File: config.mk
export PLATFORM = sky130hd
export DESIGN_NAME = divider_8_by_4_bit_unsigned_v_flat
export DESIGN_NICKNAME = d
export VERILOG_FILES = /design/src/rtl/divider_8_by_4_bit_unsigned_v_if.sv /design/src/rtl/divider_8_by_4_bit_unsigned_v.sv /design/src/flat_wrapper.sv
export SDC_FILE = /design/constraint.sdc
export NUM_CORES = 1
export LEC_CHECK = 0
export CAP_MARGIN = 40
export CELL_PAD_IN_SITES_DETAIL_PLACEMENT = 1
export CELL_PAD_IN_SITES_GLOBAL_PLACEMENT = 2
export CORE_UTILIZATION = 32
export DETAILED_ROUTE_END_ITERATION = 12
export PLACE_DENSITY = 0.83
export SETUP_SLACK_MARGIN = 0.02
export SLEW_MARGIN = 20
export SYNTH_ARGS = -nofsm -noshare
export SYNTH_HDL_FRONTEND = slang
export SYNTH_SLANG_ARGS = --single-unit
export TNS_END_PERCENT = 5
File: constraint.sdc
create_clock -name i_clk -period 2.9 [get_ports i_clk]
set_clock_uncertainty 0.2 [all_clocks]
set_input_delay 0.58 -clock i_clk [delete_from_list [all_inputs] [get_ports i_clk]]
set_output_delay 0.58 -clock i_clk [all_outputs]
set_load 0.03 [all_outputs]
File: src/rtl/divider_8_by_4_bit_unsigned_v_if.sv
// Handshake and operand/result bundle for the 8-by-4 unsigned divider.
// Nibble split of dividend and quotient matches the 4-bit multiplier product.
interface divider_8_by_4_bit_unsigned_v_if;
  logic       i_start;
  logic [3:0] i_nu0;
  logic [3:0] i_nu1;
  logic [3:0] i_du;
  logic       o_busy;
  logic       o_done;
  logic       o_div_zero;
  logic [3:0] o_qu0;
  logic [3:0] o_qu1;
  logic [3:0] o_ru;

  modport master (
    output i_start, i_nu0, i_nu1, i_du,
    input  o_busy, o_done, o_div_zero, o_qu0, o_qu1, o_ru
  );

  modport slave (
    input  i_start, i_nu0, i_nu1, i_du,
    output o_busy, o_done, o_div_zero, o_qu0, o_qu1, o_ru
  );
endinterface

File: src/rtl/divider_8_by_4_bit_unsigned_v.sv
// Sequential restoring divider: 8-bit dividend / 4-bit divisor, one quotient
// bit per clock MSB first, with start/busy/done handshake and divide-by-zero path.
module divider_8_by_4_bit_unsigned_v #(
  parameter logic [7:0] DZ_QUOTIENT  = 8'hFF,
  parameter logic [3:0] DZ_REMAINDER = 4'hF
) (
  input logic                          i_clk,
  input logic                          i_rst_n,
  divider_8_by_4_bit_unsigned_v_if.slave bus
);

  localparam int unsigned NW = 8;
  localparam int unsigned DW = 4;
  localparam int unsigned CW = 3;

  localparam logic [1:0] S_IDLE = 2'd0;
  localparam logic [1:0] S_RUN  = 2'd1;
  localparam logic [1:0] S_DONE = 2'd2;

  logic [1:0]    state;
  logic [1:0]    state_nxt;
  logic [CW-1:0] cnt;
  logic [NW-1:0] n_q;
  logic [NW-1:0] q_acc;
  logic [NW-1:0] q_nxt;
  logic [DW-1:0] d_q;
  logic [DW-1:0] r_q;
  logic [DW-1:0] r_nxt;
  logic [DW:0]   r_shift;
  logic          r_ge;

  logic          busy_q;
  logic          done_q;
  logic          dz_q;
  logic [NW-1:0] qu_q;
  logic [DW-1:0] ru_q;

  // State register
  always_ff @(posedge i_clk or negedge i_rst_n) begin
    if (!i_rst_n) state <= S_IDLE;
    else          state <= state_nxt;
  end

  // Next-state decode; a zero divisor skips RUN entirely
  always_comb begin
    state_nxt = state;
    case (state)
      S_IDLE:  if (bus.i_start) state_nxt = (bus.i_du != '0) ? S_RUN : S_DONE;
      S_RUN:   if (cnt == '0) state_nxt = S_DONE;
      S_DONE:  state_nxt = S_IDLE;
      default: state_nxt = S_IDLE;
    endcase
  end

  // One restoring step: the 5th remainder bit only feeds the compare
  always_comb begin
    r_shift = {r_q, n_q[cnt]};
    r_ge    = (r_shift >= {1'b0, d_q});
    r_nxt   = r_ge ? DW'(r_shift - {1'b0, d_q}) : r_shift[DW-1:0];
    q_nxt   = q_acc;
    q_nxt[cnt] = r_ge;
  end

  // Operand capture, iteration and result registers
  always_ff @(posedge i_clk or negedge i_rst_n) begin
    if (!i_rst_n) begin
      n_q    <= '0;
      d_q    <= '0;
      r_q    <= '0;
      q_acc  <= '0;
      cnt    <= '0;
      busy_q <= 1'b0;
      done_q <= 1'b0;
      dz_q   <= 1'b0;
      qu_q   <= '0;
      ru_q   <= '0;
    end else begin
      done_q <= 1'b0;
      case (state)
        S_IDLE: begin
          if (bus.i_start) begin
            n_q   <= {bus.i_nu1, bus.i_nu0};
            d_q   <= bus.i_du;
            cnt   <= CW'(NW - 1);
            r_q   <= '0;
            q_acc <= '0;
            if (bus.i_du == '0) begin
              qu_q   <= DZ_QUOTIENT;
              ru_q   <= DZ_REMAINDER;
              dz_q   <= 1'b1;
              done_q <= 1'b1;
            end else begin
              busy_q <= 1'b1;
            end
          end
        end
        S_RUN: begin
          r_q   <= r_nxt;
          q_acc <= q_nxt;
          cnt   <= cnt - CW'(1);
          if (cnt == '0) begin
            qu_q   <= q_nxt;
            ru_q   <= r_nxt;
            dz_q   <= 1'b0;
            busy_q <= 1'b0;
            done_q <= 1'b1;
          end
        end
        default: ;
      endcase
    end
  end

  assign bus.o_busy     = busy_q;
  assign bus.o_done     = done_q;
  assign bus.o_div_zero = dz_q;
  assign bus.o_qu0      = qu_q[3:0];
  assign bus.o_qu1      = qu_q[7:4];
  assign bus.o_ru       = ru_q;

endmodule

File: src/flat_wrapper.sv
// flat-port wrapper written by rule: the top's interface ports become plain ports
module divider_8_by_4_bit_unsigned_v_flat 
#(
  parameter logic [7:0] DZ_QUOTIENT  = 8'hFF,
  parameter logic [3:0] DZ_REMAINDER = 4'hF
)
  (i_clk, i_rst_n, bus_i_start, bus_i_nu0, bus_i_nu1, bus_i_du, bus_o_busy, bus_o_done, bus_o_div_zero, bus_o_qu0, bus_o_qu1, bus_o_ru);
  divider_8_by_4_bit_unsigned_v_if bus_i ();
  input logic i_clk;
  input logic i_rst_n;
  input wire logic [$bits(bus_i.i_start)-1:0] bus_i_start;
  input wire logic [$bits(bus_i.i_nu0)-1:0] bus_i_nu0;
  input wire logic [$bits(bus_i.i_nu1)-1:0] bus_i_nu1;
  input wire logic [$bits(bus_i.i_du)-1:0] bus_i_du;
  output wire logic [$bits(bus_i.o_busy)-1:0] bus_o_busy;
  output wire logic [$bits(bus_i.o_done)-1:0] bus_o_done;
  output wire logic [$bits(bus_i.o_div_zero)-1:0] bus_o_div_zero;
  output wire logic [$bits(bus_i.o_qu0)-1:0] bus_o_qu0;
  output wire logic [$bits(bus_i.o_qu1)-1:0] bus_o_qu1;
  output wire logic [$bits(bus_i.o_ru)-1:0] bus_o_ru;
  assign bus_i.i_start = bus_i_start;
  assign bus_i.i_nu0 = bus_i_nu0;
  assign bus_i.i_nu1 = bus_i_nu1;
  assign bus_i.i_du = bus_i_du;
  assign bus_o_busy = bus_i.o_busy;
  assign bus_o_done = bus_i.o_done;
  assign bus_o_div_zero = bus_i.o_div_zero;
  assign bus_o_qu0 = bus_i.o_qu0;
  assign bus_o_qu1 = bus_i.o_qu1;
  assign bus_o_ru = bus_i.o_ru;
  divider_8_by_4_bit_unsigned_v #(.DZ_QUOTIENT(DZ_QUOTIENT), .DZ_REMAINDER(DZ_REMAINDER)) u_core (.i_clk(i_clk), .i_rst_n(i_rst_n), .bus(bus_i));
endmodule
# After elaboration in Yosys (flattened, before gate mapping)
# Index checks and enable logic that the tools add are counted.
[classes]
n_addsub = 2
n_mul = 0
div = 0
magnitude_cmp = 3
n_eq_ne = 5
shift = 0
muxes = 35
bitwise = 0
reduce_logical = 11
[ops]
columns = ["cell", "n"]
rows = [
  ["2-to-1 mux 8 bit", 4],
  ["case mux 8 bit (2 select lines)", 2],
  ["2-to-1 mux 4 bit", 5],
  ["case mux 4 bit (2 select lines)", 2],
  ["2-to-1 mux 1 bit", 10],
  ["bitwise mux 8 bit", 1],
  ["AND reduction 4 bit", 2],
  ["2-to-1 mux 2 bit", 3],
  ["case mux 1 bit (2 select lines)", 3],
  ["case mux 3 bit (2 select lines)", 1],
  ["AND reduction 2 bit", 3],
  ["greater-or-equal comparator 5 x 4 -> 1 bit", 1],
  ["logical NOT 4 bit", 1],
  ["less-than comparator 3 x 4 -> 1 bit (second input constant)", 1],
  ["inequality test 2 x 1 -> 1 bit (second input constant)", 2],
  ["inequality test 2 bit (second input constant)", 2],
  ["case mux 2 bit (2 select lines)", 1],
  ["nonzero test 4 bit", 1],
  ["subtractor 4 bit", 1],
  ["binary-select mux 1 bit (select 3 bit)", 1],
  ["demux 1 bit (select 3 bit)", 1],
  ["greater-or-equal comparator 3 x 1 -> 1 bit (second input constant)", 1],
  ["logical NOT 3 bit", 1],
  ["2-to-1 mux 3 bit", 1],
  ["other kinds (5)", 5],
]
[word_totals]
register_bits = 44
latchBits = 0
ramBits = 0
romBits = 0
in_bits = 15
out_inout_bits = 15
word_cells = 67
mem_count = 0

# Longest topological paths before layout
[depth]
depth_word = 7
mapped_depth = 10
ltp_nobuf = 9

# Worst setup path after synthesis
# OpenSTA, ideal clock, no wires.
[synth_path]
path_type = "register to register"
start = "reg u_core.cnt[1]"
end = "reg u_core.r_q[2]"
setup_ns = 0.069
arrival_ns = 2.529
t_required_ns = 2.631
slack_ns = 0.102
stages_incl_launch_ff = 11
path_buffers = 1
period_less_slack_ns = 2.798
path_cell_list = "dfrtp_1 buf_2 mux4_2 mux2_2 inv_2 ha_1 inv_1 fa_1 xnor2_1 or4_1 nand3_1"
[synth_between]
elab_chain_len = 5
elab_cells_between_ends = 6
cone_classes = "1 x add/sub; 1 x order compare; 4 x mux"
[synth_lines]
columns = ["element", "line", "rtl"]
rows = [
  ["start: declaration", "divider_8_by_4_bit_unsigned_v.sv:22", "logic [CW-1:0] cnt;"],
  ["start signal: assignment", "divider_8_by_4_bit_unsigned_v.sv:84", "cnt <= CW'(NW - 1);"],
  ["start signal: assignment", "divider_8_by_4_bit_unsigned_v.sv:100", "cnt <= cnt - CW'(1);"],
  ["binary-select mux 1 bit (select 3 bit) (*)", "divider_8_by_4_bit_unsigned_v.sv:57", "r_shift = {r_q, n_q[cnt]};"],
  ["2-to-1 mux 1 bit (implied by the code) (*)", "divider_8_by_4_bit_unsigned_v.sv:57", ""],
  ["subtractor 4 bit or greater-or-equal comparator 5 x 4 -> 1 bit (tied branches)", "divider_8_by_4_bit_unsigned_v.sv:59, divider_8_by_4_bit_unsigned_v.sv:58", ""],
  ["2-to-1 mux 4 bit (*)", "divider_8_by_4_bit_unsigned_v.sv:59", "r_nxt = r_ge ? DW'(r_shift - {1'b0, d_q}) : r_shift[DW-1:0];"],
  ["case mux 4 bit (2 select lines) (*)", "divider_8_by_4_bit_unsigned_v.sv:79", "case (state)"],
  ["end signal: assignment", "divider_8_by_4_bit_unsigned_v.sv:98", "r_q <= r_nxt;"],
  ["end: declaration", "divider_8_by_4_bit_unsigned_v.sv:27", "logic [DW-1:0] r_q;"],
]
# Every way passes the cells marked *; elsewhere a longest branch is shown, timed or not. The select of a mux whose other input is x is not followed.
# A chain may end at the register's enable or synchronous reset.

# Final worst setup path
# Same ends and word-level chain as after synthesis.

==> flow_summary.toml <==
[synthesis]
synth_ff_type = "dfrtp_1"
synth_fp_nets = 228
yosys.cell_count.top_type = "dfrtp_1"
synthesis.area_um2 = 2250
ys_warn_count = 0
ys_ff_latch = 44
synthDistinctLibCells = 55
yosys.area.top_type_share = 0.490
synthTopCellsByArea = "dfrtp_1 49%, mux2_1 6.0%, ha_1 3.3%"
synth_common_cells = "44 x dfrtp_1, 12 x mux2_1, 12 x nor2_1, 10 x nand2_1, 10 x o21ai_0"
synth_edf_count = 0
post_synth_inst_count = 206
avgSynthCellArea_um2 = 10.9
post-synth-top-area-cell = "dfrtp_1"
async_flop_share = 1.00
yosysSeqAreaShare = 0.490

[clock_network]
root_buffer = "clkbuf_8"
cts_buffers = 5
clkSlewWorstSetupHoldPaths_ps = 80
htree_levels = 2
clock_latency_ps = 300
tritoncts = "yes"
cts.sinks = 44
holdBufCountCts = 0
clock_path_buffers = 2

[setup_path]
worst_ep_required_time_ps = 2930
worst_path_largest_cell_delay_ps = 490
crit_path_top_delay_cell = "mux4_2"
path_buf_inv = 2
critical_path.max_fanout = 3
critPathTopFamily = "multiplexers"
end_kind = "flop"
cp.arrival_ps = 2820
path_class = "flop to flop"
startpoint_type = "flop"
worstPathCellList = "mux4_2 -> mux2_4 -> inv_2 -> ha_2 -> inv_1 -> fa_2 -> xnor2_1 -> or4_1 -> nand3_1"

[detailed_routing]
vias = 1720
via_per_inst = 5.10
wl_um = 4930
firstDrtPassIters = 8
drt-initial-drc-count = 69
drc_errors = 1
avgRoutedWirePerCell_um = 14.6
postRouteAntennaNets = 0

[place]
io_buffers = 29
dp_cells = 329
post-place-ws_ps = 35.3
hpwlAfterDp_um = 3670
routabilityCongestion = 0.773

[floorplan]
initial_utilization = 0.331
ios = 30
die_area_um2 = 7360
core_um2 = 6790
rows = 30
die_h_um = 85.8
die_w_um = 85.8

[timing]
fin_tns_setup_ps = 0
worst_pin_slew_ps = 670
min_period_over_period = 0.960
slew_viol_final = 0
setup-violations-final = 0
period_needed_ps = 2780
rsz0062_at_grt = "yes"
hold_viol = 0
fmax_mhz = 359
worst_slack_ps = 116
slew-limit-headroom = 0.552

[finish]
n_fill_cell = 748
final_util = 0.410
syn2layout_area_growth_pct = 24.0
antennaDiodeCount = 0
drive_gt1_frac = 0.137
fin_cells = 337
final_nets = 262

[power_and_ir_drop]
leakage_uw = 0.00116
p_per_area_nw_per_um2 = 1280
irDropWorstVdd_uv = 402

[run]
cap_violations = 0

[global_routing]
grt_max_degree = 25
gr-total-overflow = 0
grt_pass1_wl_um = 8820
antenna_found_initial = 0
grt_usage = 0.154
first_global_vias = 1825

[hold_path]
hp-class = "input port to async pin"

[run_status]
status = "finished, violations left"
violations = "DRC"
## path summary, 6_finish.rpt
check / cells past startpoint / slack [ps] / from / to
worst min register to register: 1 / 290 / u_core.qu_q[6] / u_core.qu_q[6]
worst max register to register: 9 / 120 / u_core.cnt[1] / u_core.r_q[2]
worst max-delay path: 9 / 120 / u_core.cnt[1] / u_core.r_q[2]
worst min-delay path: 1 / 70 / i_rst_n / u_core.qu_q[3]
max in group asynchronous: 2 / 1850 / i_rst_n / u_core.cnt[1]
min in group i_clk: 1 / 290 / u_core.qu_q[6] / u_core.qu_q[6]
## kinds of logic (layout without fill, tap and decap cells)
group                    after synthesis  after routing  share of synthesized area
buffers and inverters                 22             57                     0.0451
adder cells (fa/ha/maj)                7              7                     0.0423
multiplexers                          16             16                     0.0897
flip-flops                            44             44                      0.490
AO/OA/AOI/OAI                         52             52                      0.167
XOR/XNOR                               1              1                    0.00390
AND/OR/NAND/NOR                       64             64                      0.162
## area by class of cell
type                    instances  area [um^2]  share of cell area
well taps                      96          120              0.0431
clock inverters                 2         35.0              0.0126
inverters                       9         33.8              0.0121
flip-flops and latches         44         1100               0.396
repair buffers                 40          368               0.132
clock buffers                   6         72.6              0.0261
multi-input cells             140         1050               0.378
## power by group
part	total [uW]	internal [uW]	leakage, uW	switching, uW
sequential	1080	891	0.000521	191
combinational	2030	907	0.000586	1120
clock	464	256	0.0000552	208
## cell usage in the layout (no fill, tap or decap), types with 7 or more instances in the layout
cell type         n
nor2_1           12
a21oi_1           9
mux2_1           12
dfrtp_1          43
nand3_1           7
a22o_1            8
buf_4            11
nor3_1            9
o21ai_0          10
nand2_1          10
inv_1             7
clkdlybuf4s50_1  28
## per-layer routing
metal	share of wire	vias to the layer above	wire length [um]	track usage
li1	-	819	-	-
met1	0.51	866	2500	0.207
met2	0.45	27	2240	0.250
met3	0.025	8	122	0.0260
met4	0.015	0	72	0.0545
met5	0	-	0	0
## state kept, by name (all words and copies together), names as in the netlist
register,cells
u_core.cnt,3
u_core.r_q,4
u_core.q_acc,8
u_core.bus.o_done,1
u_core.qu_q,8
u_core.bus.o_ru,4
u_core.d_q,4
u_core.bus.o_busy,1
u_core.n_q,8
u_core.bus.o_div_zero,1
u_core.state,2
## repair_timing
action / in CTS / in global routing
endpoints found under the setup margin: 1 / 12
setup buffers: 0 / 0
cloned: 0 / 0
resized for setup: 2 / 3
## through the flow
stage / area [um^2] / total power (uW) / hold slack [ps]
3_5_place_dp: 2670 / 3100 / 280
5_1_grt: 2790 / 3880 / 111
3_3_place_gp: 2670 / 3050 / 273
6_report: 2790 / 3570 / 66.8
4_1_cts: 2780 / 3600 / 84.2
2_1_floorplan: 2250 / 2520 / 84.4
(Power assumes the default switching activity.)
==> RTL change: new RTL, same settings <==
Make the reset (`i_rst_n`) synchronous in 2 clocked blocks.
--- a/src/rtl/divider_8_by_4_bit_unsigned_v.sv
+++ b/src/rtl/divider_8_by_4_bit_unsigned_v.sv
@@ -38,3 +38,3 @@
   // State register
-  always_ff @(posedge i_clk or negedge i_rst_n) begin
+  always_ff @(posedge i_clk) begin
     if (!i_rst_n) state <= S_IDLE;
@@ -64,3 +64,3 @@
   // Operand capture, iteration and result registers
-  always_ff @(posedge i_clk or negedge i_rst_n) begin
+  always_ff @(posedge i_clk) begin
     if (!i_rst_n) begin
Formal check against the unedited RTL: differs if i_rst_n is asserted again (counterexample within 4 cycles, from zero or initial values and one cycle with i_rst_n low); with i_rst_n held inactive, the same outputs for 10 cycles.
==> RTL change against the unedited design <==
- sequential cell count did not move
- synthesized area fell by 10%
- setup slack improved by 0.092 ns
- final area fell by 10%
- critical path type unchanged
- routed wire length rose by 3.0%
Power is not compared: it rests on default switching activity, and its combinational part moved more than twofold at a synthesized area within 25%.
==> RTL change: results <==
set metrics [dict create \
    fin_cells 350 \
    cts_setup_buffers 0 \
    synthTopCellsByArea "dfxtp_1, a21oi_1, nand2_1" \
    worst_hold_path_type "register to register" \
    synthMuxAreaShare_pct 3.73 \
    synth_top_family_by_area "compound AO/OA/AOI/OAI gates" \
    yosys_warnings 0 \
    synth_xor_area_share_pct 0.870 \
    portBuffers 29 \
    ys_async_sr_fraction_pct 0 \
    drt-total-wl_mm 5.08 \
    synthesis.nets 262 \
    fin_util_pct 41.8 \
    synth_cell_types 45 \
    drt_iter0_drc 52 \
    ys_seq_area_share_pct 43.8 \
    placed_cells 343 \
    synth_cells 240 \
    clkSlewWorstSetupHoldPaths_ns 0.08 \
    cp_max_fo 5 \
    grt_pass1_wl_mm 8.91 \
    grt_pass1_vias 1895 \
    synthTopCellsByCount "dfxtp_1, nand2_1, a21oi_1" \
    dp_worst_setup_slack_ns 0.150 \
    p_seq_w 0.000693 \
    grt_max_degree 20 \
    finalWeightedCongestion 0.856 \
    num_antenna_cells 0 \
    synth-adder-area-share_pct 4.72 \
    ir_drop_mv 0.235 \
    biggestRegsByFlops "u_core.n_q: 8 flops, u_core.q_acc: 8 flops, u_core.qu_q: 8 flops" \
    firstDrtPassIters 4 \
    grt_util_all_layers_pct 17.8 \
    synth_compound_area_share_pct 22.6 \
    fill_cells 710 \
    nNetsFinal 297 \
    status "finished, final reports clean" \
    drive_gt1_share_pct 11.3 \
    dpl.hpwl_mm 3.58 \
    slew_headroom_pct 67.0 \
    vias 1803 \
    critPathArrivalTime_ns 2.66 \
    postPlaceCellArea_mm2 0.00243 \
    ys.flop_type "dfxtp_1" \
]
RTL change: final timing paths:
kind,start,end,slack (ns),cells after the start
max,u_core.cnt[1]$_SDFFE_PN0P_,u_core.qu_q[0]$_SDFFE_PN0P_,0.21,10
min,u_core.d_q[2]$_SDFFE_PN0P_,u_core.d_q[2]$_SDFFE_PN0P_,0.26,2
max reg2reg,u_core.cnt[1]$_SDFFE_PN0P_,u_core.qu_q[0]$_SDFFE_PN0P_,0.21,10
min reg2reg,u_core.d_q[2]$_SDFFE_PN0P_,u_core.d_q[2]$_SDFFE_PN0P_,0.26,2
RTL change: cell families (layout without fill, tap and decap cells):
family / count (synthesis) / after routing
DFF: 44 / 44
and+or+nand+nor: 82 / 82
buffers and inverters: 25 / 60
AOI/OAI and AO/OA: 73 / 73
xor gates and xnor gates: 2 / 2
adders and majority gates: 7 / 7
muxes: 7 / 7
RTL change: layer usage:
layer | routed length, µm | part of all wire (%) | vias up | track usage, %
li1 | - | - | 898 | -
met5 | 0 | 0 | - | 0
met2 | 2360 | 46 | 26 | 29.3
met3 | 131 | 2.6 | 8 | 3.37
met4 | 70 | 1.4 | 0 | 6.43
met1 | 2520 | 50 | 871 | 22.8
RTL change: layout make-up:
cell class	instances	share of cell area, %
clock buffers	6	2.90
clock inverters	1	0.200
repair buffers	44	16.1
flip-flops and latches	44	35.1
inverters	9	1.35
multi-input cells	171	40.6
well taps	75	3.74
RTL change: worst max-delay path: stages (launching register included):
cell and delay [ns]:
dfxtp_1 0.35, and3_1 0.17, a311o_1 0.32, a221oi_2 0.31
ha_1 0.22, nor2b_1 0.06, o31a_1 0.24, or2_1 0.29
buf_4 0.18, mux2i_1 0.15, a21oi_1 0.08
RTL change: repair_timing:
item                                    CTS  global route
hold buffers                              0             0
endpoints found under the setup margin    0             5
gates resized for setup                   0             1
